[config.mk]
export PLATFORM = sky130hd
export DESIGN_NAME = mem_access_unit_flat
export DESIGN_NICKNAME = d
export VERILOG_FILES = /design/src/rtl/mem_access_unit_if.sv /design/src/rtl/mem_access_unit.sv /design/src/flat_wrapper.sv
export SDC_FILE = /design/constraint.sdc
export NUM_CORES = 1
export LEC_CHECK = 0
export ABC_AREA = 1
export CAP_MARGIN = 20
export CELL_PAD_IN_SITES_DETAIL_PLACEMENT = 1
export CELL_PAD_IN_SITES_GLOBAL_PLACEMENT = 1
export CORE_MARGIN = 8
export CORE_UTILIZATION = 33
export DETAILED_ROUTE_END_ITERATION = 8
export PLACE_DENSITY = 0.81
export SLEW_MARGIN = 30
export SYNTH_ARGS = -nofsm -noshare
export SYNTH_HDL_FRONTEND = slang
export SYNTH_SLANG_ARGS = --single-unit
[constraint.sdc]
create_clock -name clk -period 3.8 [get_ports clk]
set_input_delay 0.57 -clock clk [delete_from_list [all_inputs] [get_ports clk]]
set_output_delay 0.57 -clock clk [all_outputs]
set_load 0.02 [all_outputs]
[src/rtl/mem_access_unit_if.sv]
// mem_access_unit_if: request/response and data-memory signals of the memory access unit
interface mem_access_unit_if;
    logic        req_valid;
    logic        req_write;
    logic [1:0]  req_size;
    logic        req_unsigned;
    logic [31:0] req_addr;
    logic [31:0] req_wdata;
    logic        req_ready;
    logic        resp_valid;
    logic [31:0] resp_rdata;
    logic        resp_misaligned;
    logic [31:0] mem_addr;
    logic        mem_rd;
    logic        mem_wr;
    logic [31:0] mem_wdata;
    logic [31:0] mem_rdata;
    modport slave (
        input  req_valid, req_write, req_size, req_unsigned, req_addr, req_wdata, mem_rdata,
        output req_ready, resp_valid, resp_rdata, resp_misaligned, mem_addr, mem_rd, mem_wr, mem_wdata
    );
    modport master (
        output req_valid, req_write, req_size, req_unsigned, req_addr, req_wdata, mem_rdata,
        input  req_ready, resp_valid, resp_rdata, resp_misaligned, mem_addr, mem_rd, mem_wr, mem_wdata
    );
endinterface

[src/rtl/mem_access_unit.sv]
// mem_access_unit: byte/half/word load-store responder with read-modify-write for sub-word stores
module mem_access_unit #(
    parameter int MEM_LAT = 1
) (
    input logic clk,
    input logic rst,
    mem_access_unit_if.slave bus
);
    typedef enum logic [2:0] {IDLE, RD_ISSUE, RD_WAIT, WR_ISSUE, RESP, ERR} state_t;
    state_t state_q, state_d;
    logic [31:0] addr_q, addr_d, wdata_q, wdata_d, rdata_q, rdata_d;
    logic [1:0]  size_q, size_d, cnt_q, cnt_d;
    logic        uns_q, uns_d, write_q, write_d;
    logic [4:0]  sh;
    logic [7:0]  rb;
    logic [15:0] rh;
    logic [31:0] ld_ext, lane_mask, lane_data, st_merge;
    logic        misaligned;
    always_comb begin
        sh         = {addr_q[1:0], 3'b000};
        rb         = 8'(bus.mem_rdata >> sh);
        rh         = addr_q[1] ? bus.mem_rdata[31:16] : bus.mem_rdata[15:0];
        ld_ext     = size_q == 2'b00 ? {{24{~uns_q & rb[7]}}, rb} :
                     size_q == 2'b01 ? {{16{~uns_q & rh[15]}}, rh} : bus.mem_rdata;
        lane_mask  = size_q == 2'b00 ? 32'hFF << sh : (addr_q[1] ? 32'hFFFF_0000 : 32'h0000_FFFF);
        lane_data  = size_q == 2'b00 ? {4{wdata_q[7:0]}} : {2{wdata_q[15:0]}};
        st_merge   = (bus.mem_rdata & ~lane_mask) | (lane_data & lane_mask);
        misaligned = (bus.req_size == 2'b01 & bus.req_addr[0]) | (bus.req_size[1] & |bus.req_addr[1:0]);
    end
    always_comb begin
        state_d = state_q;
        addr_d  = addr_q;
        size_d  = size_q;
        uns_d   = uns_q;
        write_d = write_q;
        wdata_d = wdata_q;
        rdata_d = rdata_q;
        cnt_d   = cnt_q;
        case (state_q)
            IDLE: if (bus.req_valid) begin
                addr_d  = bus.req_addr;
                size_d  = bus.req_size;
                uns_d   = bus.req_unsigned;
                write_d = bus.req_write;
                wdata_d = bus.req_wdata;
                rdata_d = '0;
                state_d = misaligned ? ERR : (bus.req_write & bus.req_size[1]) ? WR_ISSUE : RD_ISSUE;
            end
            RD_ISSUE: begin
                cnt_d   = '0;
                state_d = RD_WAIT;
            end
            // The read word is valid in the last wait cycle; stores reuse wdata_q for the merged word
            RD_WAIT: if (cnt_q == 2'(MEM_LAT - 1)) begin
                state_d = write_q ? WR_ISSUE : RESP;
                wdata_d = write_q ? st_merge : wdata_q;
                rdata_d = write_q ? rdata_q : ld_ext;
            end else begin
                cnt_d = cnt_q + 2'd1;
            end
            WR_ISSUE: state_d = RESP;
            default:  state_d = IDLE;
        endcase
    end
    always_ff @(posedge clk or posedge rst) begin
        if (rst) begin
            state_q <= IDLE;
            addr_q  <= '0;
            size_q  <= '0;
            uns_q   <= 1'b0;
            write_q <= 1'b0;
            wdata_q <= '0;
            rdata_q <= '0;
            cnt_q   <= '0;
        end else begin
            state_q <= state_d;
            addr_q  <= addr_d;
            size_q  <= size_d;
            uns_q   <= uns_d;
            write_q <= write_d;
            wdata_q <= wdata_d;
            rdata_q <= rdata_d;
            cnt_q   <= cnt_d;
        end
    end
    assign bus.req_ready       = state_q == IDLE & ~rst;
    assign bus.resp_valid      = state_q == RESP | state_q == ERR;
    assign bus.resp_misaligned = state_q == ERR;
    assign bus.resp_rdata      = state_q == RESP ? rdata_q : '0;
    assign bus.mem_addr        = {addr_q[31:2], 2'b00};
    assign bus.mem_rd          = state_q == RD_ISSUE;
    assign bus.mem_wr          = state_q == WR_ISSUE;
    assign bus.mem_wdata       = state_q == WR_ISSUE ? wdata_q : '0;
endmodule
[src/flat_wrapper.sv]
// flat-port wrapper written by rule: the top's interface ports become plain ports
module mem_access_unit_flat 
#(
    parameter int MEM_LAT = 1
)
  (clk, rst, bus_req_valid, bus_req_write, bus_req_size, bus_req_unsigned, bus_req_addr, bus_req_wdata, bus_mem_rdata, bus_req_ready, bus_resp_valid, bus_resp_rdata, bus_resp_misaligned, bus_mem_addr, bus_mem_rd, bus_mem_wr, bus_mem_wdata);
  mem_access_unit_if bus_i ();
  input logic clk;
  input logic rst;
  input wire logic [$bits(bus_i.req_valid)-1:0] bus_req_valid;
  input wire logic [$bits(bus_i.req_write)-1:0] bus_req_write;
  input wire logic [$bits(bus_i.req_size)-1:0] bus_req_size;
  input wire logic [$bits(bus_i.req_unsigned)-1:0] bus_req_unsigned;
  input wire logic [$bits(bus_i.req_addr)-1:0] bus_req_addr;
  input wire logic [$bits(bus_i.req_wdata)-1:0] bus_req_wdata;
  input wire logic [$bits(bus_i.mem_rdata)-1:0] bus_mem_rdata;
  output wire logic [$bits(bus_i.req_ready)-1:0] bus_req_ready;
  output wire logic [$bits(bus_i.resp_valid)-1:0] bus_resp_valid;
  output wire logic [$bits(bus_i.resp_rdata)-1:0] bus_resp_rdata;
  output wire logic [$bits(bus_i.resp_misaligned)-1:0] bus_resp_misaligned;
  output wire logic [$bits(bus_i.mem_addr)-1:0] bus_mem_addr;
  output wire logic [$bits(bus_i.mem_rd)-1:0] bus_mem_rd;
  output wire logic [$bits(bus_i.mem_wr)-1:0] bus_mem_wr;
  output wire logic [$bits(bus_i.mem_wdata)-1:0] bus_mem_wdata;
  assign bus_i.req_valid = bus_req_valid;
  assign bus_i.req_write = bus_req_write;
  assign bus_i.req_size = bus_req_size;
  assign bus_i.req_unsigned = bus_req_unsigned;
  assign bus_i.req_addr = bus_req_addr;
  assign bus_i.req_wdata = bus_req_wdata;
  assign bus_i.mem_rdata = bus_mem_rdata;
  assign bus_req_ready = bus_i.req_ready;
  assign bus_resp_valid = bus_i.resp_valid;
  assign bus_resp_rdata = bus_i.resp_rdata;
  assign bus_resp_misaligned = bus_i.resp_misaligned;
  assign bus_mem_addr = bus_i.mem_addr;
  assign bus_mem_rd = bus_i.mem_rd;
  assign bus_mem_wr = bus_i.mem_wr;
  assign bus_mem_wdata = bus_i.mem_wdata;
  mem_access_unit #(.MEM_LAT(MEM_LAT)) u_core (.clk(clk), .rst(rst), .bus(bus_i));
endmodule
==> reports/metrics.cfg, run 1 <==
[final_layout]
mostFrequentLayoutCells=238 x nand2_1, 201 x clkdlybuf4s50_1, 179 x nor2_1, 116 x inv_1, 105 x dfrtp_1
multi_input_area_um2=2917
final_common_cell=nand2_1
final_layout_size_suffix_gt1_frac=0.05910
syn2layout_area_growth_pct=36.12
stdcell_count=1350
regArea_um2=2628
num-fill-cells=2428
finalNetCount=1182

[cts]
cts_buffer_depth=2
clock-root-buffer=clkbuf_16
postCtsResizedCells=0
numCtsBuffers=9
cts_max_level=3
holdBufCountCts=0
clock_sinks=105
clk_latency_ns=0.37
post_cts_buffers=0
clkTransAtPathRegs_ns=0.07
cts_tree=built

[worst_setup_path]
critPathKind=reg -> out
worstPathCellList=nor2_1 -> nand2_1 -> buf_4 -> nor2_1 -> clkdlybuf4s50_1
critPathRequiredTime_ns=3.23
endpoint_kind=primary output
cpMaxStageDelayCell=clkdlybuf4s50_1
cp-start-kind=flip-flop
r2r_start=u_core.size_q[1]$_DFFE_PP0P_
r2r_cells=8
r2r_end=u_core.wdata_q[10]$_DFFE_PP0P_
max_stage_delay_ns=0.67
worstPathArrival_ns=2.25
cpMostUsedCell=nor2_1
r2r_setup_slack_ns=1.05
crit_fanout=32

[synthesis]
synth_seq_cells=105
synth-edff-count=0
ys_dominant_reg_cell=dfrtp_1
avgSynthCellArea_um2=6.913
synth_warnings=0
syn_area_um2=6436
ys_types=27
syn_inst=931
ys_seq_area_frac=0.4082
synthArstFlopShare=1.000

[timing]
skew_ns=0.007833
maxSlewHeadroom=0.4255
slew_viol_final=0
max_freq_mhz=354.8
final.period_utilization=0.7417
rsz0062_at_grt=false
finalSetupViolCount=0
timing.setup.tns_ns=0
tightest_slew_ns=0.8585
hold_viol=0
holdWs_ns=0.4817
period_needed_ns=2.818

[floorplanning]
io_pins=204
die_y_um=155.7
initial_core_util=0.3340
dieWidth_um=155.7
fp.dieArea_um2=24230
row_count=51
core_um2=19270

[drt]
ant_nets=0
wirelength_mm=23.85
wire_per_inst_um=17.67
viasPerCell=4.751
vias=6414
drt-initial-drc-count=376
drc=0
drt_pass1_iterations=4

[grt]
grt_pass1_wl_mm=36.83
grt_start_max_net_pins=65
first_global_vias=6704
busiest_layer=met2
grt_use_met2=0.3186
track_usage=0.1962
met1_usage=0.2494
use_met3=0.04211
antenna_found_initial=3
grt-ovfl-total=0

[hold_path]
hold_class=reg -> reg
hold_depth=2
holdCritStartpoint=u_core.wdata_q[16]$_DFFE_PP0P_
holdPathEnd=u_core.wdata_q[16]$_DFFE_PP0P_

[power_and_ir_drop]
total_power_w=0.006620
pwr_density_cell_nw_per_um2=755.6
leakage_nw=4.244
irDropWorstVdd_mv=0.4152

[placement]
port_buffers=201
place.gp.congestion=0.8462
place_hpwl_mm=18.69
dp.cells=1332

[status]
outcome=completed

[flow_run]
cap_violations=0

## power by group
part	internal [W]	switching, W	leakage [nW]
Sequential	0.00166	0.000396	1.30
Clock	0.000592	0.000471	0.163
Combinational	0.00132	0.00218	2.78
Total	0.00357	0.00305	4.24
## cell type report
class | instances | area share
Clock inverter | 7 | 0.01214
Antenna cell | 2 | 0.0005713
Clock buffer | 9 | 0.02571
Multi-Input combinational cell | 631 | 0.3329
Sequential cell | 105 | 0.2999
Inverter | 121 | 0.05213
Timing Repair Buffer | 210 | 0.2388
Tap cell | 265 | 0.03785
## how the worst max path moves through the flow
stage	start	end	slack, ns
after floorplan	rst	asynchronous set/reset pin	0.47
after global placement	bus_req_valid	u_core.rdata_q[21]$_DFFE_PP0P_	1.20
after detailed placement	u_core.size_q[1]$_DFFE_PP0P_	u_core.wdata_q[10]$_DFFE_PP0P_	1.13
after CTS	u_core.state_q[1]$_DFFE_PP0P_	bus_resp_rdata[21]	0.94
after global routing	u_core.state_q[0]$_DFFE_PP0P_	bus_resp_rdata[21]	0.84
final	u_core.state_q[1]$_DFFE_PP0P_	bus_resp_rdata[21]	0.98
## per-layer routing
metal / share of wire / up-vias / routed length (um)
li1: - / 3135 / -
met1: 0.45 / 3035 / 10700
met2: 0.47 / 213 / 11150
met3: 0.064 / 29 / 1534
met4: 0.019 / 2 / 449
met5: 0.00055 / - / 13
## flip-flops by register name, summed over array words and instances, names as in the netlist, named ones only
name / count
u_core.addr_q: 32
u_core.rdata_q: 32
u_core.wdata_q: 24
u_core.state_q: 3
u_core.cnt_q: 2
u_core.size_q: 2
u_core.uns_q: 1
u_core.write_q: 1
## worst max-delay path, delay by kind of cell (launching register included)
family,cells,cell delay (ns)
DFF,1,0.44
and+or+nand+nor,3,0.52
buffers and inverters,2,0.92
## kinds of logic after synthesis
family / Yosys count / share of synthesized area
AND/OR/NAND/NOR: 529 / 0.3353
AO/OA/AOI/OAI: 68 / 0.05968
flip-flops: 105 / 0.4082
other: 1 / 0.0005826
adder cells (fa/ha/maj): 1 / 0.001944
buffers and inverters: 196 / 0.1400
multiplexers: 31 / 0.05424
## stage by stage
stage               worst slack (ns)  utilization  area (um^2)
floorplan                     0.4695            -         6440
global placement               1.202       0.4369         8419
detailed placement             1.127       0.4369         8419
CTS                           0.9446       0.4541         8751
global route                  0.8428       0.4546         8761
finish                        0.9816       0.4546         8761
## synthesized netlist by cell type, types with 4 or more instances
cell type / n / area share
nand3_1: 100 / 0.078
nand2_1: 238 / 0.14
buf_4: 39 / 0.045
o211ai_1: 9 / 0.010
o21ai_0: 18 / 0.014
dfrtp_1: 105 / 0.41
nor2_1: 179 / 0.10
mux2_1: 7 / 0.012
mux2_2: 24 / 0.042
buf_2: 15 / 0.012
clkbuf_1: 19 / 0.011
inv_2: 4 / 0.0023
inv_1: 117 / 0.068
a21oi_1: 38 / 0.030
Note: power is estimated with default switching activity, not from simulation.
==> inputs of run 2 (changes only) <==
==> constraint.sdc (replaced) <==
create_clock -name clk -period 2.9 [get_ports clk]
set_input_delay 0.435 -clock clk [delete_from_list [all_inputs] [get_ports clk]]
set_output_delay 0.435 -clock clk [all_outputs]
set_load 0.02 [all_outputs]
==> run 2 against run 1 <==
  * Count of clock-buffer cells in the layout unchanged
  * Setup slack lost 0.71 ns
  * Clock power is 17% higher
  * Register-to-register slack lost 0.19 ns
  * Routed wire length up 0.62%
  * Worst hold slack gained 0.0017 ns
  * Global-route usage increased by 0.47 points
  * Sequential share of layout area decreased by 0.081 points
  * Sequential power increased by 28%
  * Combinational power up 35%
  * Cell area increased by 0.27%
  * Clock skew up 0.0030 ns
  * Critical endpoint is now bus_resp_rdata[6]
  * Largest power group unchanged
  * Highest routed layer unchanged
==> reports/metrics.cfg, run 2 (synthesis gave the netlist of run 1 again) <==
[power_and_ir_drop]
irDropWorstVdd_mv=0.4347
leakage_nw=4.253
pwr_density_cell_nw_per_um2=981.3

[final_layout]
reg_top3=u_core.addr_q: 32 flops, u_core.rdata_q: 32 flops, u_core.wdata_q: 24 flops
num-fill-cells=2465
mostFrequentLayoutCells=238 x nand2_1, 201 x clkdlybuf4s50_1, 179 x nor2_1, 116 x inv_1, 105 x dfrtp_1
final_common_cell=nand2_1
utilization=0.4559
finalNetCount=1191
syn2layout_area_growth_pct=36.49
final_layout_size_suffix_gt1_frac=0.06593

[floorplanning]
core_um2=19270
initial_core_util=0.3340
row_count=51
dieWidth_um=155.7
io_pins=204
fp.dieArea_um2=24230
die_y_um=155.7

[cts]
clk_latency_ns=0.37
postCtsResizedCells=0
holdBufCountCts=0
clkTransAtPathRegs_ns=0.08
clock_sinks=105
numCtsBuffers=9
clock-root-buffer=clkbuf_16
post_cts_buffers=0
cts_max_level=3
cts_buffer_depth=2
cts_tree=built

[grt]
grt-ovfl-total=0
track_usage=0.2009
grt_pass1_wl_mm=38.01
antenna_found_initial=2
grt_start_max_net_pins=106
first_global_vias=6852

[worst_setup_path]
startpoint=u_core.state_q[0]$_DFFE_PP0P_
critPathRequiredTime_ns=2.47
endpoint_kind=primary output
critPathKind=reg -> out
worstPathArrival_ns=2.19
cp-start-kind=flip-flop
crit_fanout=32
r2r_start=u_core.state_q[2]$_DFFE_PP0P_

[drt]
vias=6460
drt-initial-drc-count=353
drc=0
viasPerCell=4.750
ant_nets=0
wire_per_inst_um=17.64
wirelength_mm=24.00
drt_pass1_iterations=4

[timing]
maxSlewHeadroom=0.5728
max_freq_mhz=381.0
timing.setup.tns_ns=0
final.period_utilization=0.9050
holdWs_ns=0.4834
slew_viol_final=0
period_needed_ns=2.624
hold_viol=0
finalSetupViolCount=0
tightest_slew_ns=0.6402
rsz0062_at_grt=false
skew_ns=0.01081

[placement]
port_buffers=201
place_hpwl_mm=18.65
place.gp.congestion=0.8570

[hold_path]
holdCritStartpoint=u_core.rdata_q[19]$_DFFE_PP0P_
hold_class=reg -> reg

[status]
outcome=completed

[flow_run]
cap_violations=0

-- run 2: critical path: stages, from the launching register on --
cell	delay, ns
dfrtp_1	0.47
nor2_1	0.22
nand2_1	0.08
buf_4	0.24
nor2_1	0.15
clkdlybuf4s50_1	0.64
-- run 2: final timing paths --
check                                                 end  slack [ns]  cells after the start
max                                     bus_resp_rdata[6]        0.28                      5
min                        u_core.rdata_q[19]$_DFFE_PP0P_        0.48                      2
max in group asynchronous    u_core.addr_q[7]$_DFFE_PP0P_        1.86                      3
min in group asynchronous  u_core.wdata_q[31]$_DFFE_PP0P_        0.60                      3
min reg2reg                u_core.rdata_q[19]$_DFFE_PP0P_        0.48                      2
max reg2reg                u_core.rdata_q[15]$_DFFE_PP0P_        0.86                      7
-- run 2: report_power, final --
group / switching (W) / leakage [nW] / total, W / internal (W)
Clock: 0.000642 / 0.136 / 0.00124 / 0.000602
Sequential: 0.000463 / 1.30 / 0.00263 / 0.00217
Combinational: 0.00294 / 2.82 / 0.00474 / 0.00181
-- run 2: cell type report --
cell class | count | area (um^2) | share of cell area
clock inverter | 7 | 63.81 | 0.007264
inverter | 121 | 457.9 | 0.05213
clock buffer | 9 | 225.2 | 0.02564
timing repair buffer | 219 | 2160 | 0.2458
tap | 265 | 331.6 | 0.03774
multi-input combinational | 631 | 2912 | 0.3314
sequential | 105 | 2628 | 0.2991
antenna | 3 | 7.507 | 0.0008546
-- run 2: through the flow --
step	cell area [um^2]	setup WS, ns	power (W)	instances
after floorplan	6444	1.205	0.005973	932
after global placement	8488	0.7013	0.007288	1341
after detailed placement	8488	0.6701	0.007449	1341
after CTS	8777	0.2651	0.008719	1357
after global routing	8777	0.1267	0.009359	1357
final	8785	0.2755	0.008621	1360
-- run 2: metal layers --
metal / up-vias / track usage / wire (um)
met3: 23 / 0.04903 / 1745
li1: 3161 / - / -
met4: 4 / 0.05314 / 323
met5: - / 0 / 29
met1: 3072 / 0.2484 / 10390
met2: 200 / 0.3430 / 11500
